## src/rtl/pc_out_s2p_if.sv

```systemverilog
// Array-side and memory-side signals of the output port controller.
// The environment drives through master; the controller sits on slave.
interface pc_out_s2p_if #(
  parameter int WIDTH_ARR = 16,
  parameter int WIDTH_BUS = 64
);
  logic                 start;
  logic [55:0]          config_bits;
  logic [WIDTH_ARR-1:0] wr_data_arr2pc;
  logic                 wr_data_arr2pc_en;
  logic                 rdy_pc2arr;
  logic                 tk_en;
  logic                 wr_req_en;
  logic [33:0]          wr_req_out;
  logic [WIDTH_BUS-1:0] wr_data_pc2mem;
  logic                 busy;
  logic                 done;

  modport master (
    output start, config_bits, wr_data_arr2pc, wr_data_arr2pc_en, tk_en,
    input  rdy_pc2arr, wr_req_en, wr_req_out, wr_data_pc2mem, busy, done
  );

  modport slave (
    input  start, config_bits, wr_data_arr2pc, wr_data_arr2pc_en, tk_en,
    output rdy_pc2arr, wr_req_en, wr_req_out, wr_data_pc2mem, busy, done
  );
endinterface

```

## src/rtl/pc_out_s2p.sv

```systemverilog
// Output port controller: packs array result words MSB-first into bus words,
// buffers {addr,data} in a small FIFO and issues one write per bus grant.
module pc_out_s2p #(
  parameter int          WIDTH_ARR  = 16,
  parameter int          WIDTH_BUS  = 64,
  parameter logic [5:0]  P_ID       = 6'd0,
  parameter int          FIFO_DEPTH = 4
) (
  input  logic         clk_bus,
  input  logic         rst_bus,
  pc_out_s2p_if.slave  bus
);
  localparam int P2S_FACT = WIDTH_BUS / WIDTH_ARR;
  localparam int PW       = (P2S_FACT > 1) ? $clog2(P2S_FACT) : 1;
  localparam int AW       = (FIFO_DEPTH > 1) ? $clog2(FIFO_DEPTH) : 1;
  localparam int EW       = 28 + WIDTH_BUS;

  typedef enum logic [1:0] {S_IDLE, S_RUN, S_DRAIN} state_t;

  state_t               r_state;
  logic [PW-1:0]        r_pack_cnt;
  logic [27:0]          r_word_cnt;
  logic [27:0]          r_base;
  logic [27:0]          r_offset;
  logic [WIDTH_BUS-1:0] r_pack;
  logic [EW-1:0]        r_mem [FIFO_DEPTH];
  logic [AW-1:0]        r_wptr;
  logic [AW-1:0]        r_rptr;
  logic [AW:0]          r_count;
  logic                 r_req_en;
  logic [33:0]          r_req_out;
  logic [WIDTH_BUS-1:0] r_req_data;
  logic                 r_done;

  logic                 w_full;
  logic                 w_empty;
  logic                 w_last_slot;
  logic                 w_rdy;
  logic                 w_accept;
  logic                 w_push;
  logic                 w_pop;
  logic [27:0]          w_addr;
  logic [WIDTH_BUS-1:0] w_packed;

  assign w_full      = (r_count == (AW+1)'(FIFO_DEPTH));
  assign w_empty     = (r_count == '0);
  assign w_last_slot = (r_pack_cnt == PW'(P2S_FACT - 1));
  // Only the group-completing word needs FIFO room; the registered full flag
  // is used so a same-cycle pop never enables a push into a full FIFO.
  assign w_rdy       = (r_state == S_RUN) && !(w_full && w_last_slot);
  assign w_accept    = bus.wr_data_arr2pc_en && w_rdy;
  assign w_push      = w_accept && w_last_slot;
  assign w_pop       = bus.tk_en && !w_empty;
  assign w_addr      = r_base + r_word_cnt;
  assign w_packed    = (r_pack << WIDTH_ARR) | WIDTH_BUS'(bus.wr_data_arr2pc);

  assign bus.rdy_pc2arr     = w_rdy;
  assign bus.wr_req_en      = r_req_en;
  assign bus.wr_req_out     = r_req_out;
  assign bus.wr_data_pc2mem = r_req_data;
  assign bus.busy           = (r_state != S_IDLE);
  assign bus.done           = r_done;

  always_ff @(posedge clk_bus) begin
    if (!rst_bus) begin
      r_state    <= S_IDLE;
      r_pack_cnt <= '0;
      r_word_cnt <= '0;
      r_base     <= '0;
      r_offset   <= '0;
      r_pack     <= '0;
      r_wptr     <= '0;
      r_rptr     <= '0;
      r_count    <= '0;
      r_req_en   <= 1'b0;
      r_req_out  <= '0;
      r_req_data <= '0;
      r_done     <= 1'b0;
    end else begin
      r_done     <= 1'b0;
      r_req_en   <= w_pop;
      r_req_out  <= w_pop ? {P_ID, r_mem[r_rptr][EW-1:WIDTH_BUS]} : '0;
      r_req_data <= w_pop ? r_mem[r_rptr][WIDTH_BUS-1:0] : '0;

      if (w_pop) r_rptr <= r_rptr + AW'(1);
      if (w_push) begin
        r_mem[r_wptr] <= {w_addr, w_packed};
        r_wptr        <= r_wptr + AW'(1);
      end
      if (w_push && !w_pop)      r_count <= r_count + (AW+1)'(1);
      else if (!w_push && w_pop) r_count <= r_count - (AW+1)'(1);

      if (w_accept) begin
        r_pack <= w_packed;
        if (w_last_slot) begin
          r_pack_cnt <= '0;
          r_word_cnt <= r_word_cnt + 28'd1;
        end else begin
          r_pack_cnt <= r_pack_cnt + PW'(1);
        end
      end

      case (r_state)
        S_IDLE: begin
          if (bus.start) begin
            r_base     <= bus.config_bits[55:28];
            r_offset   <= bus.config_bits[27:0];
            r_pack_cnt <= '0;
            r_word_cnt <= '0;
            r_pack     <= '0;
            r_state    <= S_RUN;
          end
        end
        S_RUN: begin
          if (w_push && (r_word_cnt == r_offset)) r_state <= S_DRAIN;
        end
        S_DRAIN: begin
          // r_req_en covers the write still on the bus from the final pop.
          if (w_empty && !r_req_en) begin
            r_state <= S_IDLE;
            r_done  <= 1'b1;
          end
        end
        default: r_state <= S_IDLE;
      endcase
    end
  end
endmodule
```

## src/flat_wrapper.sv

```systemverilog
// flat-port wrapper written by rule: the top's interface ports become plain ports
module pc_out_s2p_flat 
#(
  parameter int          WIDTH_ARR  = 16,
  parameter int          WIDTH_BUS  = 64,
  parameter logic [5:0]  P_ID       = 6'd0,
  parameter int          FIFO_DEPTH = 4
)
  (clk_bus, rst_bus, bus_start, bus_config_bits, bus_wr_data_arr2pc, bus_wr_data_arr2pc_en, bus_tk_en, bus_rdy_pc2arr, bus_wr_req_en, bus_wr_req_out, bus_wr_data_pc2mem, bus_busy, bus_done);
  pc_out_s2p_if #(.WIDTH_ARR(WIDTH_ARR), .WIDTH_BUS(WIDTH_BUS)) bus_i ();
  input  logic clk_bus;
  input  logic rst_bus;
  input wire logic [$bits(bus_i.start)-1:0] bus_start;
  input wire logic [$bits(bus_i.config_bits)-1:0] bus_config_bits;
  input wire logic [$bits(bus_i.wr_data_arr2pc)-1:0] bus_wr_data_arr2pc;
  input wire logic [$bits(bus_i.wr_data_arr2pc_en)-1:0] bus_wr_data_arr2pc_en;
  input wire logic [$bits(bus_i.tk_en)-1:0] bus_tk_en;
  output wire logic [$bits(bus_i.rdy_pc2arr)-1:0] bus_rdy_pc2arr;
  output wire logic [$bits(bus_i.wr_req_en)-1:0] bus_wr_req_en;
  output wire logic [$bits(bus_i.wr_req_out)-1:0] bus_wr_req_out;
  output wire logic [$bits(bus_i.wr_data_pc2mem)-1:0] bus_wr_data_pc2mem;
  output wire logic [$bits(bus_i.busy)-1:0] bus_busy;
  output wire logic [$bits(bus_i.done)-1:0] bus_done;
  assign bus_i.start = bus_start;
  assign bus_i.config_bits = bus_config_bits;
  assign bus_i.wr_data_arr2pc = bus_wr_data_arr2pc;
  assign bus_i.wr_data_arr2pc_en = bus_wr_data_arr2pc_en;
  assign bus_i.tk_en = bus_tk_en;
  assign bus_rdy_pc2arr = bus_i.rdy_pc2arr;
  assign bus_wr_req_en = bus_i.wr_req_en;
  assign bus_wr_req_out = bus_i.wr_req_out;
  assign bus_wr_data_pc2mem = bus_i.wr_data_pc2mem;
  assign bus_busy = bus_i.busy;
  assign bus_done = bus_i.done;
  pc_out_s2p #(.WIDTH_ARR(WIDTH_ARR), .WIDTH_BUS(WIDTH_BUS), .P_ID(P_ID), .FIFO_DEPTH(FIFO_DEPTH)) u_core (.clk_bus(clk_bus), .rst_bus(rst_bus), .bus(bus_i));
endmodule
```

## config.mk

```make
export PLATFORM = sky130hd
export DESIGN_NAME = pc_out_s2p_flat
export DESIGN_NICKNAME = d
export VERILOG_FILES = /design/src/rtl/pc_out_s2p_if.sv /design/src/rtl/pc_out_s2p.sv /design/src/flat_wrapper.sv
export SDC_FILE = /design/constraint.sdc
export NUM_CORES = 1
export LEC_CHECK = 0
export ABC_AREA = 0
export CAP_MARGIN = 20
export CELL_PAD_IN_SITES_DETAIL_PLACEMENT = 2
export CELL_PAD_IN_SITES_GLOBAL_PLACEMENT = 2
export CORE_UTILIZATION = 43
export CTS_BUF_LIST = sky130_fd_sc_hd__clkbuf_4 sky130_fd_sc_hd__clkbuf_8
export DETAILED_ROUTE_END_ITERATION = 16
export HOLD_SLACK_MARGIN = 0.05
export PLACE_DENSITY_LB_ADDON = 0.1
export SKIP_LAST_GASP = 1
export SLEW_MARGIN = 30
export SYNTH_ARGS = -nofsm -noshare
export SYNTH_HDL_FRONTEND = slang
export SYNTH_SLANG_ARGS = --single-unit
```

## constraint.sdc

```tcl
create_clock -name clk_bus -period 4.4 [get_ports clk_bus]
set_input_delay 0.44 -clock clk_bus [delete_from_list [all_inputs] [get_ports clk_bus]]
set_output_delay 0.44 -clock clk_bus [all_outputs]
set_load 0.005 [all_outputs]
```

# Word-level counts from Yosys, hierarchy flattened
# Memories as Yosys holds them, arrays and structs flattened. A register that Yosys moved wholly into a read port is not among the register bits.
# Cells that the tools add are included.
# totals
regBits	167
ramBits	368
input_bits	77
output_inout_bits	102
word_cells	73
memories	1
# mem_list
memory	words	word_bits	rd	rd_ports_with_merged_regs	write_ports	line_no	source
u_core.r_mem	4	92	1	1	1	pc_out_s2p.sv:26	logic [EW-1:0] r_mem [FIFO_DEPTH];
# classes
add_sub_neg	7
n_eq_ne	8
mux	21
n_bitwise	1
n_reduce_logical	23
# ops
operator	n
64-bit two-way mux	3
28-bit two-way mux	4
64-bit by 16-bit OR with 64-bit output	1
28-bit by 1-bit adder with 28-bit output, second input constant	1
28-bit adder	1
28-bit equality test	1
2-bit two-way mux	7
1-bit logical AND	9
2-bit by 1-bit adder with 2-bit output, second input constant	3
1-bit logical NOT	6
3-bit two-way mux	2
2-bit case mux with 3 select lines	1
2-bit AND reduction	3
2-bit equality test, second input constant	2
1-bit two-way mux	4
2-bit != test, second input constant	2
2-bit nonzero test	2
3-bit by 1-bit adder with 3-bit output, second input constant	1
3-bit equality test, second input constant	1
3-bit logical NOT	1
3-bit AND reduction	1
3-bit by 1-bit subtractor with 3-bit output, second input constant	1
2-bit by 1-bit equality test with 1-bit output, second input constant	1
2-bit logical NOT	1
2-bit by 1-bit != test with 1-bit output, second input constant	1

# Longest topological paths before layout
# Gate-level depths: netlist (run 1).
# depth
ltp_word	10
mapped_depth	12
depth_no_buf	11

# Worst setup path before layout (run 1)
# OpenSTA, ideal clock, no wires.
# synth_timing
kind	reg-to-reg
start	reg u_core.r_pack_cnt[0]
end	mem u_core.r_mem[0][0] (netlist name), enable pin
setup_time_ps	462
arrival_time_ps	3627
required_ps	3938
setup_slack_ps	312
stages_incl_launch_ff	8
n_path_buf	1
synth_period_minus_slack_ps	4088
path_cell_list	dfxtp_1 > ha_1 > and4bb_4 > nor3b_4 > nand2_1 > inv_2 > buf_2 > and3_1
# synth_between
elab_chain_cells	9
# synth_lines
item	line_no	source
start: declaration	pc_out_s2p.sv:21	logic [PW-1:0] r_pack_cnt;
start signal: assignment	pc_out_s2p.sv:99	r_pack_cnt <= r_pack_cnt + PW'(1);
2-bit equality test (*)	pc_out_s2p.sv:47	assign w_last_slot = (r_pack_cnt == PW'(P2S_FACT - 1));
1-bit logical AND	pc_out_s2p.sv:50	assign w_rdy = (r_state == S_RUN) && !(w_full && w_last_slot);
1-bit logical NOT	pc_out_s2p.sv:50	
1-bit logical AND	pc_out_s2p.sv:50	
1-bit logical AND	pc_out_s2p.sv:51	assign w_accept = bus.wr_data_arr2pc_en && w_rdy;
1-bit logical AND (*)	pc_out_s2p.sv:52	assign w_push = w_accept && w_last_slot;
net u_core.w_push	pc_out_s2p.sv:40	logic w_push;
1-bit two-way mux (*)	pc_out_s2p.sv:86	if (w_push) begin
1-bit two-way mux (*)	pc_out_s2p.sv:65	if (!rst_bus) begin
1-bit two-way mux (implied by the code) (*)	pc_out_s2p.sv:87	r_mem[r_wptr] <= {w_addr, w_packed};
end: declaration	pc_out_s2p.sv:26	
# Mark *: on every way through the listed nets, which the timed path passes. The rest lies on a longest branch.

# Worst setup path after layout (run 1)
# layout_timing
start	reg u_core.r_pack_cnt[0]
end	reg u_core.r_count[2]
# layout_between
elab_chain_cells	9
elab_cells_between_ends	11
cone_classes	1 x eq/ne; 1 x mux; 9 x reduce/logical
# layout_lines
item	line_no	source
2-bit equality test (*)	pc_out_s2p.sv:47	
1-bit logical AND	pc_out_s2p.sv:50	
1-bit logical NOT	pc_out_s2p.sv:50	
1-bit logical AND	pc_out_s2p.sv:50	
1-bit logical AND	pc_out_s2p.sv:51	
1-bit logical AND (*)	pc_out_s2p.sv:52	
1-bit logical NOT	pc_out_s2p.sv:91	else if (!w_push && w_pop) r_count <= r_count - (AW+1)'(1);
1-bit logical AND	pc_out_s2p.sv:91	
2-bit nonzero test (no source line)	--	
end signal: assignment	pc_out_s2p.sv:90	if (w_push && !w_pop) r_count <= r_count + (AW+1)'(1);
end signal: assignment	pc_out_s2p.sv:91	
end: declaration	pc_out_s2p.sv:29	logic [AW:0] r_count;
# Every way passes the cells marked *; elsewhere a longest branch is shown, timed or not.
# A chain may end at the register's enable or synchronous reset.

==> results of run 1 <==
-- worst max-delay path, stage by stage, from the launching register on --
cell,delay (ns)
dfxtp_1,0.33
ha_1,0.26
and4bb_4,0.24
nor3b_4,0.20
nand2_1,0.15
inv_2,0.31
ha_1,0.26
inv_1,0.08
fa_1,0.39
xor2_1,0.18
or3_1,0.31
a21boi_0,0.22
-- cell type report --
type                    instances  share of cell area
flip-flops and latches        605              0.5674
inverters                      21            0.002830
multi-input cells             887              0.2503
clock buffers                 147             0.06613
repair buffers                198             0.07184
well taps                     688             0.03091
clock inverters                39             0.01060
-- cell families after synthesis --
logic type / count (synthesis) / share of synthesized area
compound gates: 194 / 0.05656
flops: 605 / 0.6813
other cells: 1 / 0.0001618
fa+ha+maj: 36 / 0.02008
xor+xnor: 80 / 0.03022
mux: 94 / 0.09030
simple gates: 477 / 0.1012
buf+inv: 113 / 0.02013
-- per-layer routing --
metal | vias up | GRT usage | wire, µm
met3 | 111 | 0.03538 | 2088
met2 | 315 | 0.4388 | 34050
met5 | - | 0 | 0
met1 | 7261 | 0.2824 | 26270
met4 | 0 | 0.09761 | 2096
li1 | 6356 | - | -
-- metrics by stage --
| stage | instances | utilization | cell area (µm²) | power (µW) |
|---|---|---|---|---|
| 2_1_floorplan | 1605 | - | 23200 | 7275 |
| 3_3_place_gp | 2398 | 0.4858 | 25680 | 7957 |
| 3_5_place_dp | 2398 | 0.4858 | 25680 | 8026 |
| 4_1_cts | 2584 | 0.5262 | 27820 | 13310 |
| 5_1_grt | 2585 | 0.5268 | 27850 | 13680 |
| 6_report | 2585 | 0.5268 | 27850 | 13170 |
-- power by group through the flow --
stage	clock network, µW	registers (µW)	logic (µW)
2_1_floorplan	0	6380	899
3_3_place_gp	0	6480	1470
3_5_place_dp	0	6500	1530
4_1_cts	5390	6380	1540
5_1_grt	5630	6340	1710
6_report	5280	6320	1580
-- sequential cells by signal (all words and copies together) (netlist names), 2 cells and up --
signal,count
u_core.r_pack,48
u_core.r_rptr,2
u_core.bus.wr_data_pc2mem,64
u_core.r_base,28
u_core.r_pack_cnt,2
u_core.r_mem,368
u_core.r_wptr,2
u_core.r_count,3
u_core.r_word_cnt,28
u_core.r_state,2
u_core.bus.wr_req_out,28
u_core.r_offset,28
-- synth_stat cells, types with 19 or more instances --
cell type  count  area share
edfxtp_1     368        0.48
nand2_1      239       0.039
dfxtp_1      237        0.20
and3_1       106       0.029
mux4_2        92       0.089
a21oi_1       72       0.016
xor2_1        61       0.023
clkbuf_1      60      0.0097
a21boi_0      58       0.019
nor2_1        39      0.0063
ha_1          34       0.018
nand3_1       20      0.0043
inv_1         19      0.0031
xnor2_1       19      0.0072
-- path summary, 6_finish.rpt --
check	depth (start not counted)	slack, ns	startpoint	endpoint
max	11	1.36	u_core.r_pack_cnt[0]	u_core.r_count[2]
min	2	0.16	rst_bus	u_core.r_state[1]
max reg2reg	11	1.36	u_core.r_pack_cnt[0]	u_core.r_count[2]
min reg2reg	2	0.47	u_core.r_base[6]	u_core.r_base[6]
==> results by group, run 1 <==
Floorplan
  – Die width: 234.2 µm
  – Die span in y: 234.2 µm
  – # IOs: 179
  – Core Rows: 84
  – Floorplan core area: 52870 µm²
  – Die Area: 54850 µm²
  – Starting Density: 0.4385

Power
  – Flop pwr share: 0.479
  – Max VDD drop: 0.2110 mV
  – Psw: 3266 µW
  – Pwr dens: 473.0 nW/µm²
  – Static leakage: 0.009947 µW
  – Clock share of power: 0.401
  – Combinational Power Share: 0.120
  – Internal Power: 9908 µW
  – Net switching fraction of the power: 0.2479

Synthesis
  – Yosys Warn Count: 0
  – Post-synth EDFFs: 368
  – Async S/R FF share, synth: 0
  – FF+latch count, synth: 605
  – Synth unique cells: 68
  – Cell area after synthesis: 23180 µm²
  – Register area share after synthesis: 0.6813
  – Post-synth top flop: edfxtp_1
  – Mapped Cells: 1600
  – Mean Syn Cell Area: 14.49 µm²

Run status
  – Status: finished with violations
  – Failing checks: design-rule violations

Routing
  – DRC viols: 14
  – Via/cell ratio: 5.432
  – Final WL: 64500 µm
  – Wirelength per Cell: 24.95 µm
  – Via count: 14040
  – Routed Antenna Nets: 0
  – Drt initial violations: 664
  – First-pass iteration count of the detailed router: 13

Clock tree
  – PostCTS Resize Cnt: 0
  – TritonCTS clock tree: done
  – Postcts setup bufs: 0
  – H-tree levels: 3
  – Clock Path Buffers: 3
  – Num CTS Buffers: 99
  – # hold bufs at CTS: 0
  – Sink Count: 605
  – Worst-Skew Late Latency: 0.69 ns
  – CTS Root Cell: clkbuf_8
  – Worst-path clk slew: 0.06 ns

Setup path
  – CP Capture Type: register
  – WS Path Type: register to register
  – Type of origin of the critical path: register
  – CP max FO: 16
  – Crit path DAT: 3.62 ns
  – Worst Path Required: 4.98 ns

Final layout
  – Combined area of the multi-input logic cells: 6970 µm²
  – Commonest cells after routing, fill and taps aside: 368 x edfxtp_1, 236 x nand2_1, 235 x dfxtp_1
  – Area delta synth->final: 20.14%
  – Fillers: 4872
  – Antenna Cells: 0
  – Most common cell after layout, fill and taps aside: edfxtp_1
  – Final net count: 1925
  – Layout cells sized above 1: 0.1671
  – Sequential cell area: 15800 µm²

Place
  – Routability Congestion: 0.7713
  – Worst slack, placed: 1.210 ns
  – PortBufs: 172
  – Placed wire-length estimate: 41100 µm

Timing
  – Clock skew: 0.03100 ns
  – Worst Tran Pin Value: 0.9864 ns
  – Final worst setup slack: 1.361 ns
  – Tmin final: 3.039 ns
  – Slew Viols, Final: 0
  – RSZ-0062 raised after global routing: no
  – Final Hold Vio Count: 0
  – # setup viols final: 0
  – Final TNS setup: 0 ns
  – Final worst-path cycle share: 0.6906
  – Max Clk Rate: 329.1 MHz
  – Slew margin rel.: 0.3424
  – WHS: 0.1604 ns

Global route
  – Largest net degree at the start of global routing: 92
  – GRT Overall Usage: 0.2407
  – Grt ovf: 0
  – Initial antenna violation count: 0
  – Number of global-route vias before repair: 15680
  – First-pass GRT wire length: 97750 µm

Min path
  – Worst hold-check path type: input port to register

Job
  – Number of max-cap violations: 0
Power figures use the tool's default switching activity.
==> run 2, diff against run 1 <==
--- a/config.mk
+++ b/config.mk
@@ -9,7 +9,7 @@
 export CAP_MARGIN = 20
 export CELL_PAD_IN_SITES_DETAIL_PLACEMENT = 2
 export CELL_PAD_IN_SITES_GLOBAL_PLACEMENT = 2
-export CORE_UTILIZATION = 43
+export CORE_UTILIZATION = 39
 export CTS_BUF_LIST = sky130_fd_sc_hd__clkbuf_4 sky130_fd_sc_hd__clkbuf_8
 export DETAILED_ROUTE_END_ITERATION = 16
 export HOLD_SLACK_MARGIN = 0.05
==> constraint.sdc (replaced) <==
create_clock -name clk_bus -period 2.5 [get_ports clk_bus]
set_input_delay 0.25 -clock clk_bus [delete_from_list [all_inputs] [get_ports clk_bus]]
set_output_delay 0.25 -clock clk_bus [all_outputs]
set_load 0.005 [all_outputs]
==> results by group, run 2 (synthesis gave the netlist of run 1 again) <==
Run status
  – Status: finished with violations
  – Failing checks: design-rule violations

Setup path
  – Cell count of the worst reg-to-reg path: 6 (-5)
  – Worst path depth: 6 (-5)
  – CP Cell Sequence: ha_1 -> nand4_1 -> a211oi_4 -> o2111ai_4 -> and4b_1 -> a311oi_4
  – Crit path DAT: 2.97 ns (-0.65 ns)
  – WP buf/inv: 0 (-2)
  – Largest stage delay on the critical path: 0.49 ns (+0.10 ns)
  – CP max FO: 5 (-11)
  – Slowest cell on crit path: a211oi_4
  – Worst Path Required: 2.98 ns (-2.00 ns)
  – Type of origin of the critical path: register
  – CP Capture Type: register
  – Worst path top cell family by delay: compound AO/OA/AOI/OAI gates
  – WS Path Type: register to register

Power
  – Flop pwr share: 0.479 (about the same)
  – Max VDD drop: 0.5093 mV (+140%)
  – Pwr dens: 800.8 nW/µm² (+69%)
  – Psw: 5623 µW (+72%)
  – Clock share of power: 0.398 (-0.003)
  – Net switching fraction of the power: 0.2426 (-0.005334)
  – Combinational Power Share: 0.123 (+0.003)
  – Final Total Pwr: 23180 µW (+76%)
  – Static leakage: 0.01040 µW (+4.6%)
  – Internal Power: 17560 µW (+77%)

Final layout
  – Core Util, Final: 0.4914 (-0.03545)
  – Final net count: 1990 (+3.4%)
  – Max FFs per register: 368 (unchanged)
  – Non-Filler Instances: 2734 (+5.8%)
  – Area delta synth->final: 24.86%
  – Layout cells sized above 1: 0.2173 (+0.05024)
  – Final instance area: 28950 µm² (+3.9%)
  – Most common cell after layout, fill and taps aside: edfxtp_1
  – Most flop-heavy register: u_core.r_mem
  – Commonest cells after routing, fill and taps aside: 368 x edfxtp_1, 234 x nand2_1, 228 x dfxtp_1

Routing
  – DRC viols: 2 (-12)
  – Drt initial violations: 589 (-11%)
  – Via count: 14120 (+0.53%)
  – Via/cell ratio: 5.163 (-5.0%)
  – Routed Antenna Nets: 0 (unchanged)
  – Final WL: 62220 µm (-3.5%)
  – First-pass iteration count of the detailed router: 10 (-3)
  – Wirelength per Cell: 22.76 µm (-8.8%)

Clock tree
  – Sink Count: 605 (unchanged)
  – TritonCTS clock tree: done
  – Worst-Skew Late Latency: 0.71 ns (+0.02 ns)
  – Num CTS Buffers: 99 (unchanged)
  – Worst-path clk slew: 0.05 ns (about the same)
  – Clock Path Buffers: 3 (unchanged)
  – CTS Root Cell: clkbuf_8
  – H-tree levels: 3 (unchanged)

Min path
  – Worst hold-check path type: input port to register
  – Hold Crit Depth: 3 (+1)

Place
  – PortBufs: 172 (unchanged)
  – Worst slack, placed: -0.1973 ns (-1.407 ns)
  – Routability Congestion: 0.7759 (+0.60%)
  – Placed cell count: 2541 (+6.0%)
  – Instance area at placement: 26450 µm² (+3.0%)
  – Placed wire-length estimate: 40540 µm (-1.4%)

Global route
  – Number of global-route vias before repair: 16000 (+2.0%)
  – Largest net degree at the start of global routing: 96 (+4.3%)
  – Grt ovf: 0 (unchanged)
  – First-pass GRT wire length: 94710 µm (-3.1%)
  – GRT Overall Usage: 0.2074 (-0.03322)
  – Initial antenna violation count: 2 (+2)

Floorplan
  – Die Area: 60420 µm² (+10%)
  – Core Rows: 89 (+6.0%)
  – Floorplan core area: 58910 µm² (+11%)
  – Starting Density: 0.3935 (-0.04498)
  – Die span in y: 245.8 µm (+5.0%)
  – Die width: 245.8 µm (+5.0%)
  – # IOs: 179 (unchanged)

Timing
  – # setup viols final: 0 (unchanged)
  – Clock skew: 0.04788 ns (+0.01688 ns)
  – Slew margin rel.: 0.5364 (+0.1940)
  – Final worst-path cycle share: 0.9971 (+0.3066)
  – Worst Tran Pin Value: 0.6954 ns (-0.2910 ns)
  – RSZ-0062 raised after global routing: yes
  – Tmin final: 2.493 ns (-0.5456 ns)
  – Max Clk Rate: 401.1 MHz (+22%)
  – Final worst setup slack: 0.007128 ns (-1.354 ns)
  – Slew Viols, Final: 0 (unchanged)
  – Final Hold Vio Count: 0 (unchanged)

Job
  – Number of max-cap violations: 0 (unchanged)
==> run 2: changes by cell type in the layout (fill, tap and decap cells not counted), moves of 4 or more <==
cell	change
dfxtp_1	-7
xor2_2	+4
ha_4	+5
buf_4	+48
dfxtp_2	+6
buf_12	+17
clkinv_1	-8
xor2_1	-4
clkbuf_4	+11
clkinv_2	-8
ha_1	-7
==> run 2: worst register-to-register path, delay by kind of cell, from the launching register on <==
kind	cells	cell delay (ns)
AOI/OAI and AO/OA	3	1.01
and+or+nand+nor	2	0.55
adders and majority gates	1	0.42
DFF	1	0.33
==> run 2: final timing paths <==
path | from | end | slack, ns
worst min register to register | u_core.r_base[17] | u_core.r_base[17] | 0.47
worst max register to register | u_core.r_word_cnt[3] | u_core.r_mem[3][89] | 0.007
worst min-delay path | bus_config_bits[21] | u_core.r_offset[21] | 0.14
worst max-delay path | u_core.r_word_cnt[3] | u_core.r_mem[3][89] | 0.007
==> run 2: through the flow <==
stage / TNS [ns] / hold WS (ns)
global route: -1.206 / 0.1042
floorplan: 0 / 0.3489
finish: 0 / 0.1359
detailed placement: -3.955 / 0.4659
CTS: -0.2697 / 0.07601
global placement: -0.6621 / 0.4532
==> run 2: routing by layer <==
| metal | wire length (µm) | global-route usage |
|---|---|---|
| met5 | 0 | 0 |
| met2 | 33650 | 0.3857 |
| met3 | 1827 | 0.03580 |
| met4 | 1857 | 0.07526 |
| met1 | 24880 | 0.2362 |
==> run 2: power groups by stage <==
| stage | Sequential [µW] | Clock (µW) | Combinational [µW] |
|---|---|---|---|
| floorplan | 11200 | 0 | 1600 |
| global placement | 11300 | 0 | 2830 |
| detailed placement | 11300 | 0 | 2900 |
| CTS | 11100 | 9490 | 2920 |
| global route | 11100 | 9900 | 3100 |
| finish | 11100 | 9230 | 2850 |
==> run 2: area by class of cell <==
cell class / count / area (µm²)
inverters: 21 / 78.83
repair buffers: 263 / 2684
multi-input cells: 887 / 7231
flip-flops and latches: 605 / 15810
clock buffers: 160 / 1952
fillers: 5522 / 29960
clock inverters: 24 / 216.5
well taps: 773 / 967.2
diodes: 1 / 2.502
==> run 2: repair_timing <==
item,4_1_cts,5_1_grt
buffers inserted,2,6
hold buffers,1,0
pin swaps,6,19
endpoints found under the hold margin,18,0
resized for setup,16,34
endpoints found under the setup margin,46,66
==> run 3, diff against run 2 <==
--- a/config.mk
+++ b/config.mk
@@ -9,8 +9,7 @@
 export CAP_MARGIN = 20
 export CELL_PAD_IN_SITES_DETAIL_PLACEMENT = 2
 export CELL_PAD_IN_SITES_GLOBAL_PLACEMENT = 2
-export CORE_UTILIZATION = 39
-export CTS_BUF_LIST = sky130_fd_sc_hd__clkbuf_4 sky130_fd_sc_hd__clkbuf_8
+export CORE_UTILIZATION = 38
 export DETAILED_ROUTE_END_ITERATION = 16
 export HOLD_SLACK_MARGIN = 0.05
 export PLACE_DENSITY_LB_ADDON = 0.1
==> results by group, run 3 (synthesis gave the netlist of run 1 again) <==
Setup path
  – Type of origin of the critical path: register
  – CP max FO: 4 (-1)
  – Worst Path Required: 2.83 ns (-0.15 ns)
  – CP Capture Type: register
  – WS Path Type: register to register
  – Crit path DAT: 2.79 ns (-0.18 ns)

Floorplan
  – Floorplan core area: 60360 µm² (+2.5%)
  – Die Area: 62000 µm² (+2.6%)
  – # IOs: 179 (unchanged)
  – Core Rows: 90 (+1.1%)
  – Starting Density: 0.3841 (-0.009455)
  – Die span in y: 249.0 µm (+1.3%)
  – Die width: 249.0 µm (+1.3%)

Clock tree
  – Worst-Skew Late Latency: 0.61 ns (-0.10 ns)
  – CTS Root Cell: clkbuf_16
  – Sink Count: 605 (unchanged)
  – H-tree levels: 3 (unchanged)
  – TritonCTS clock tree: done
  – Clock Path Buffers: 3 (unchanged)
  – # hold bufs at CTS: 0 (-1)
  – Worst-path clk slew: 0.06 ns (about the same)
  – Num CTS Buffers: 67 (-32%)

Routing
  – Final WL: 60370 µm (-3.0%)
  – Via/cell ratio: 5.141 (-0.44%)
  – Via count: 13800 (-2.2%)
  – First-pass iteration count of the detailed router: 5 (-5)
  – Routed Antenna Nets: 0 (unchanged)
  – Drt initial violations: 635 (+7.8%)
  – DRC viols: 0 (-2)
  – Wirelength per Cell: 22.48 µm (-1.2%)

Global route
  – First-pass GRT wire length: 93370 µm (-1.4%)
  – GRT Overall Usage: 0.1974 (-0.01004)
  – Grt ovf: 0 (unchanged)
  – Initial antenna violation count: 1 (-1)
  – Largest net degree at the start of global routing: 96 (unchanged)
  – Number of global-route vias before repair: 15380 (-3.9%)

Timing
  – Tmin final: 2.463 ns (-0.03020 ns)
  – Worst Tran Pin Value: 0.7053 ns (+0.009832 ns)
  – WHS: 0.1698 ns (+0.03398 ns)
  – Max Clk Rate: 406.1 MHz (+1.2%)
  – Slew margin rel.: 0.5282 (-0.008149)
  – Final Hold Vio Count: 0 (unchanged)
  – Final TNS setup: 0 ns (unchanged)
  – Slew Viols, Final: 0 (unchanged)
  – Clock skew: 0.02006 ns (-0.02782 ns)
  – Final worst-path cycle share: 0.9851 (-0.01208)
  – RSZ-0062 raised after global routing: yes
  – # setup viols final: 0 (unchanged)
  – Final worst setup slack: 0.03733 ns (+0.03020 ns)

Min path
  – Worst hold-check path type: input port to register

Final layout
  – Most common cell after layout, fill and taps aside: edfxtp_1
  – Core Util, Final: 0.4807 (-0.01065)
  – Most flop-heavy register: u_core.r_mem
  – Area delta synth->final: 25.16%
  – Commonest cells after routing, fill and taps aside: 368 x edfxtp_1, 233 x nand2_1, 232 x dfxtp_1
  – Max FFs per register: 368 (unchanged)
  – Layout cells sized above 1: 0.1819 (-0.03543)
  – Final net count: 1961 (-1.5%)

Power
  – Max VDD drop: 0.6063 mV (+19%)
  – Pwr dens: 824.0 nW/µm² (+2.9%)
  – Net switching fraction of the power: 0.2328 (-0.009822)
  – Psw: 5565 µW (-1.0%)
  – Clock share of power: 0.419 (+0.021)
  – Combinational Power Share: 0.120 (-0.003)
  – Final Total Pwr: 23910 µW (+3.1%)
  – Static leakage: 0.01036 µW (-0.39%)
  – Internal Power: 18340 µW (+4.5%)
  – Flop pwr share: 0.462 (-0.017)

Place
  – Placed wire-length estimate: 39060 µm (-3.6%)
  – Routability Congestion: 0.7502 (-3.3%)
  – PortBufs: 172 (unchanged)
  – Worst slack, placed: -0.2347 ns (-0.03747 ns)

Job
  – Number of max-cap violations: 0 (unchanged)

Run status
  – Status: completed
-- run 3: repair_timing --
action,4_1_cts,5_1_grt
setup endpoints to repair,48,72
setup buffers,4,2
hold endpoints to repair,0,0
pin swaps,12,5
resized for setup,18,28
-- run 3: worst paths after layout --
path	from	to	slack, ns	cells after the start
worst max-delay path	u_core.r_word_cnt[0]	u_core.r_mem[0][74]	0.04	10
worst min-delay path	rst_bus	u_core.bus.wr_data_pc2mem[37]	0.17	2
worst max register to register	u_core.r_word_cnt[0]	u_core.r_mem[0][74]	0.04	10
worst min register to register	u_core.r_base[5]	u_core.r_base[5]	0.47	2
-- run 3: area by class of cell --
| type | instances | area (µm²) |
|---|---|---|
| Clock inverter | 28 | 295.3 |
| Multi-Input combinational cell | 887 | 7201 |
| Sequential cell | 605 | 15810 |
| Inverter | 21 | 81.33 |
| Fill cell | 5679 | 31340 |
| Tap cell | 782 | 978.4 |
| Timing Repair Buffer | 266 | 2691 |
| Antenna cell | 1 | 2.502 |
| Clock buffer | 95 | 1957 |
-- run 3: critical path, stage by stage, from the launching register on --
cell and delay, ns:
dfxtp_4 0.36, ha_4 0.16, fa_2 0.35, a21o_1 0.20
a221oi_4 0.32, buf_4 0.18, buf_4 0.12, o21ai_2 0.06
o211a_1 0.14, o21ai_2 0.19, a31oi_4 0.12
-- run 3: stage by stage --
step / std cells / cell area, µm²
floorplan: 1605 / 23240
CTS: 2682 / 28870
global placement: 2555 / 26490
global route: 2684 / 29010
detailed placement: 2555 / 26490
finish: 2685 / 29020
-- run 3: power by group through the flow --
stage | clock, µW | combinational [µW] | sequential [µW]
CTS | 10300 | 2940 | 11100
floorplan | 0 | 1600 | 11200
finish | 10000 | 2860 | 11000
detailed placement | 0 | 2910 | 11300
global placement | 0 | 2880 | 11200
global route | 10700 | 3100 | 11100
-- run 3: layer usage --
metal | up-vias | share of wire | track usage | routed length [µm]
met1 | 7099 | 0.42 | 0.2406 | 25200
met2 | 219 | 0.53 | 0.3597 | 32090
met4 | 0 | 0.020 | 0.05980 | 1183
met5 | - | 0 | 0 | 0
li1 | 6414 | - | - | -
met3 | 71 | 0.031 | 0.02832 | 1897
